**src/rtl/game_round_sequencer.sv**
```systemverilog
// Round-level sequencer: countdown, play, pause, respawn and game over.
// Owns lives and score, and emits a frame-locked step pulse during play.
module game_round_sequencer #(
    parameter int LIVES            = 3,
    parameter int COUNTDOWN_FRAMES = 180,
    parameter int RESPAWN_FRAMES   = 60,
    parameter int TICK_DIV         = 4,
    parameter int SCORE_W          = 16
) (
    input  logic               CLOCK_50,
    input  logic               reset,
    input  logic               start,
    input  logic               pause,
    input  logic               vsync,
    input  logic               collision,
    input  logic               point,
    output logic [2:0]         state,
    output logic               gameon,
    output logic               freeze,
    output logic               step,
    output logic [3:0]         lives,
    output logic [SCORE_W-1:0] score,
    output logic [7:0]         frames_left
);

    typedef enum logic [2:0] {
        S_IDLE      = 3'd0,
        S_COUNTDOWN = 3'd1,
        S_PLAY      = 3'd2,
        S_PAUSED    = 3'd3,
        S_RESPAWN   = 3'd4,
        S_OVER      = 3'd5
    } state_t;

    state_t             state_q, state_d;
    logic               start_q, pause_q, vsync_q;
    logic [3:0]         div_q, div_d;
    logic [3:0]         lives_d;
    logic [SCORE_W-1:0] score_d;
    logic [7:0]         frames_d;
    logic               step_d;

    // Rising edges are taken against the previous cycle's registered level.
    wire start_edge = start & ~start_q;
    wire pause_edge = pause & ~pause_q;
    wire tick       = vsync & ~vsync_q;

    always_comb begin
        // NOTE: every comb output gets a default first so no path infers a latch.
        state_d  = state_q;
        div_d    = div_q;
        lives_d  = lives;
        score_d  = score;
        frames_d = frames_left;
        step_d   = 1'b0;

        case (state_q)
            S_IDLE, S_OVER: begin
                if (start_edge) begin
                    state_d  = S_COUNTDOWN;
                    lives_d  = 4'(LIVES);
                    score_d  = '0;
                    frames_d = 8'(COUNTDOWN_FRAMES);
                end
            end
            S_COUNTDOWN, S_RESPAWN: begin
                div_d = '0;
                if (tick) begin
                    if (frames_left == 8'd1) begin
                        state_d  = S_PLAY;
                        frames_d = '0;
                    end else begin
                        frames_d = frames_left - 8'd1;
                    end
                end
            end
            S_PLAY: begin
                if (tick) begin
                    if (div_q + 4'd1 == 4'(TICK_DIV)) begin
                        step_d = 1'b1;
                        div_d  = '0;
                    end else begin
                        div_d = div_q + 4'd1;
                    end
                end
                if (point && score != '1)
                    score_d = score + 1'b1;
                // Collision takes priority over a same-cycle pause edge.
                if (collision) begin
                    lives_d = lives - 4'd1;
                    if (lives == 4'd1) begin
                        state_d = S_OVER;
                    end else begin
                        state_d  = S_RESPAWN;
                        frames_d = 8'(RESPAWN_FRAMES);
                    end
                end else if (pause_edge) begin
                    state_d = S_PAUSED;
                end
            end
            S_PAUSED: begin
                if (pause_edge)
                    state_d = S_PLAY;
            end
            default: state_d = S_IDLE;
        endcase
    end

    always_ff @(posedge CLOCK_50) begin
        // NOTE: sequential state uses non-blocking assignments so all registers update together.
        if (reset) begin
            state_q     <= S_IDLE;
            start_q     <= 1'b0;
            pause_q     <= 1'b0;
            vsync_q     <= 1'b0;
            div_q       <= '0;
            gameon      <= 1'b0;
            freeze      <= 1'b1;
            step        <= 1'b0;
            lives       <= 4'(LIVES);
            score       <= '0;
            frames_left <= '0;
        end else begin
            state_q     <= state_d;
            start_q     <= start;
            pause_q     <= pause;
            vsync_q     <= vsync;
            div_q       <= div_d;
            gameon      <= (state_d != S_IDLE) && (state_d != S_OVER);
            freeze      <= (state_d != S_PLAY);
            step        <= step_d;
            lives       <= lives_d;
            score       <= score_d;
            frames_left <= frames_d;
        end
    end

    assign state = state_q;

endmodule

```
**config.mk**
```make
export PLATFORM = sky130hd
export DESIGN_NAME = game_round_sequencer
export DESIGN_NICKNAME = d
export VERILOG_FILES = /design/src/rtl/game_round_sequencer.sv
export SDC_FILE = /design/constraint.sdc
export NUM_CORES = 1
export LEC_CHECK = 0
export ABC_AREA = 1
export BUFFER_PORTS_ARGS = -buffer_cell sky130_fd_sc_hd__buf_2
export CAP_MARGIN = 20
export CORE_MARGIN = 8
export CORE_UTILIZATION = 60
export CTS_CLUSTER_DIAMETER = 50
export DETAILED_ROUTE_END_ITERATION = 12
export GPL_TIMING_DRIVEN = 1
export HOLD_SLACK_MARGIN = 0.08
export PLACE_DENSITY = 0.86
export SYNTH_ARGS = -nofsm -noshare
export SYNTH_HDL_FRONTEND = slang
export SYNTH_SLANG_ARGS = --single-unit
```
**constraint.sdc**
```tcl
create_clock -name CLOCK_50 -period 3.7 [get_ports CLOCK_50]
set_input_delay 0.74 -clock CLOCK_50 [delete_from_list [all_inputs] [get_ports CLOCK_50]]
set_output_delay 0.74 -clock CLOCK_50 [all_outputs]
set_load 0.01 [all_outputs]
```
==> metrics.txt <==
fraction of registers with async set/reset 0%; gp weighted congestion 0.862; largest net degree at the start of global routing 22; MaxCap Viol Count 0; leading area contributor after synthesis dfxtp_1; CORE AREA 3940 um2; R2R Path Start score[0]$_SDFFE_PP0P_; Highest Clock Rate 560 MHz; CTS buffer count 5; Clk network pwr share between 20% and 30%; PD cells 377 nW/um2; Primary FF master, synth dfxtp_1; Clock Latency Late Sink 290 ps; routed len/inst 11.6 um; port bufs 40; crit path launch type register; post-synthesis instance total 377; post-CTS sizing 0; part of the power in registers 47.5%; ranking of synthesized cells by area dfxtp_1 34%, nand2_1 16%, nor2_1 9.0%; Synth Cell Area 2430 um2; Setup Buffers After CTS 0; global-route wire length before repair 9430 um; cts hold-fix bufs 0; vias per inst between 5 and 6; antenna violations before repair 0; num rows 23; Hold Fails Final Rpt 0; Net Sw Frac 33.7%; Die X 79.6 um; count of cell types in the netlist 29; EDFF count, synth 0; critical path endpoint category register; endpoints failing setup 0; crit-path max FO 11; post-route cell area around 2700 um2; syn avg cell area 6.44 um2; H-tree levels 2; # nets final around 430; Synthesized Nets roughly 390; Synth top area share 33.8%; Congestion Overflow GR 0; relative slew slack 70.4%; CP peak stage delay 420 ps; I/O Pins 41; flops & latches, synth 41; Vias 2400; clk buf depth 2; CP most frequent cell nor2_1; layout cells sized above 1 about 17%; fin worst setup slack roughly 1900 ps; Die ar. 6340 um2; Int Power 0.683 mW; Commonest cells post-synth 103 x nand2_1, 58 x nor2_1, 49 x inv_1, 41 x dfxtp_1, 32 x nand3_1; die height 79.6 um; Critical-path top delay cell dfxtp_1; post-synthesis sequential area ratio about a third; combinational group share of total power 24.9%; Final min period 1790 ps; Crit Path Category register to register; Hold WC Path Type register to register; Static Leak ~1.4 nW; ant diodes 0; HP Start lives[3]$_SDFFE_PP0P_; antenna-violating nets left 0; vias in the first global route 2200; worst vdd ir 0.000305 V; crit path cell chain ha_1, nand3_4, nor2_8, nand4_4, a21oi_4, nor2_1, nor2_1, nor2_1; Cell Area, Placed about 2700 um2; RSZ-0062 raised after global routing no; aggregate global-route resource usage ~18%; CP required 3860 ps; DR iter-0 viols ~140; drt drc 0; fin util 69.4%; worst-margin pin slew between 400 and 500 ps; Inst Count DP 461; count leader, synth nand2_1; Starting Density 61.6%; Non-Filler Instances between 400 and 500; Reg clk slew, reported paths 80 ps; Fin Setup TNS 0 ps; outcome finished clean; Max Slew Vio Count 0; fin crit share 48.3%; Critical Path AT about 2000 ps; dpl ws 1750 ps; P_sw 0.347 mW; Area Growth Syn to Fin 12.7%; detailed placer's ending HPWL between 4000 and 5000 um; Synthesis Warnings 0; Root Buffer clkbuf_8; clk sinks 41; First-pass DRT Iterations 4; Clock Skew 6.33 ps; Final Routed Wirelength 5450 um; CTS tree yes; Setup crit start score[0]$_SDFFE_PP0P_
## worst paths after layout
check / endpoint / slack (ps) / depth (start not counted)
hold / removal: lives[3]$_SDFFE_PP0P_ / 490 / 2
hold reg to reg: lives[3]$_SDFFE_PP0P_ / 490 / 2
setup reg to reg: score[15]$_SDFFE_PP0P_ / 1910 / 8
setup / recovery: score[15]$_SDFFE_PP0P_ / 1910 / 8
## layer usage
metal  global-route usage [%]  wire length, um
met2                     31.1             2630
met3                     4.73              337
met1                     20.7             2430
met4                     5.19               52
met5                        0                0
## critical path: cells and delay by family, from the launching register on
| family | cells | cell delay, ps |
|---|---|---|
| AND/OR/NAND/NOR | 6 | 640 |
| flip-flops | 1 | 420 |
| adder cells (fa/ha/maj) | 1 | 290 |
| AO/OA/AOI/OAI | 1 | 310 |
## cell usage in the layout, fill, tap and decap left out, types with 2 or more instances in the layout
master	Yosys	routed
nand2_1	103	103
nor2_1	58	58
inv_1	49	49
dfxtp_1	41	41
buf_2	0	40
nand3_1	32	32
a21oi_1	23	23
o21ai_0	15	15
ha_1	7	7
inv_2	6	6
xor2_1	6	6
a21oi_2	5	5
clkbuf_8	0	5
nor2_2	4	4
nand2_2	4	4
nand4_1	3	3
nor3_1	2	2
xnor2_1	2	2
o21ai_1	2	2
clkinv_2	0	2
## logic make-up (layout without fill, tap and decap cells)
family | after synthesis | count (layout) | share of synthesized area (%)
AOI/OAI and AO/OA | 47 | 47 | 11.1
DFF | 41 | 41 | 33.8
buffers and inverters | 61 | 103 | 10.1
xor gates and xnor gates | 8 | 8 | 2.89
adders and majority gates | 7 | 7 | 3.61
and+or+nand+nor | 213 | 213 | 38.6
## registers in the layout, indices dropped and copies added, names as in the netlist
signal       count
freeze           1
lives            4
vsync_q          1
pause_q          1
gameon           1
frames_left      8
step             1
state            3
start_q          1
div_q            4
score           16
## metrics by stage
stage          hold slack [ps]  power, mW
6_report                   491       1.03
2_1_floorplan              472      0.690
5_1_grt                    532       1.10
3_3_place_gp               476      0.748
3_5_place_dp               484      0.754
4_1_cts                    496       1.03
## power by group through the flow
stage	clock network (mW)	logic (mW)	registers, mW
after floorplan	0	0.183	0.507
after global placement	0	0.250	0.498
after detailed placement	0	0.256	0.499
after CTS	0.289	0.257	0.489
after global routing	0.310	0.294	0.494
final	0.285	0.257	0.489
## final cells by class
cell class | count | area, um2
Tap cell | 50 | 62.6
Sequential cell | 41 | 821
Multi-Input combinational cell | 275 | 1360
Clock inverter | 2 | 10.0
Inverter | 55 | 206
Fill cell | 334 | 1210
Timing Repair Buffer | 40 | 200
Clock buffer | 6 | 72.6
Power figures use the tool's default switching activity.
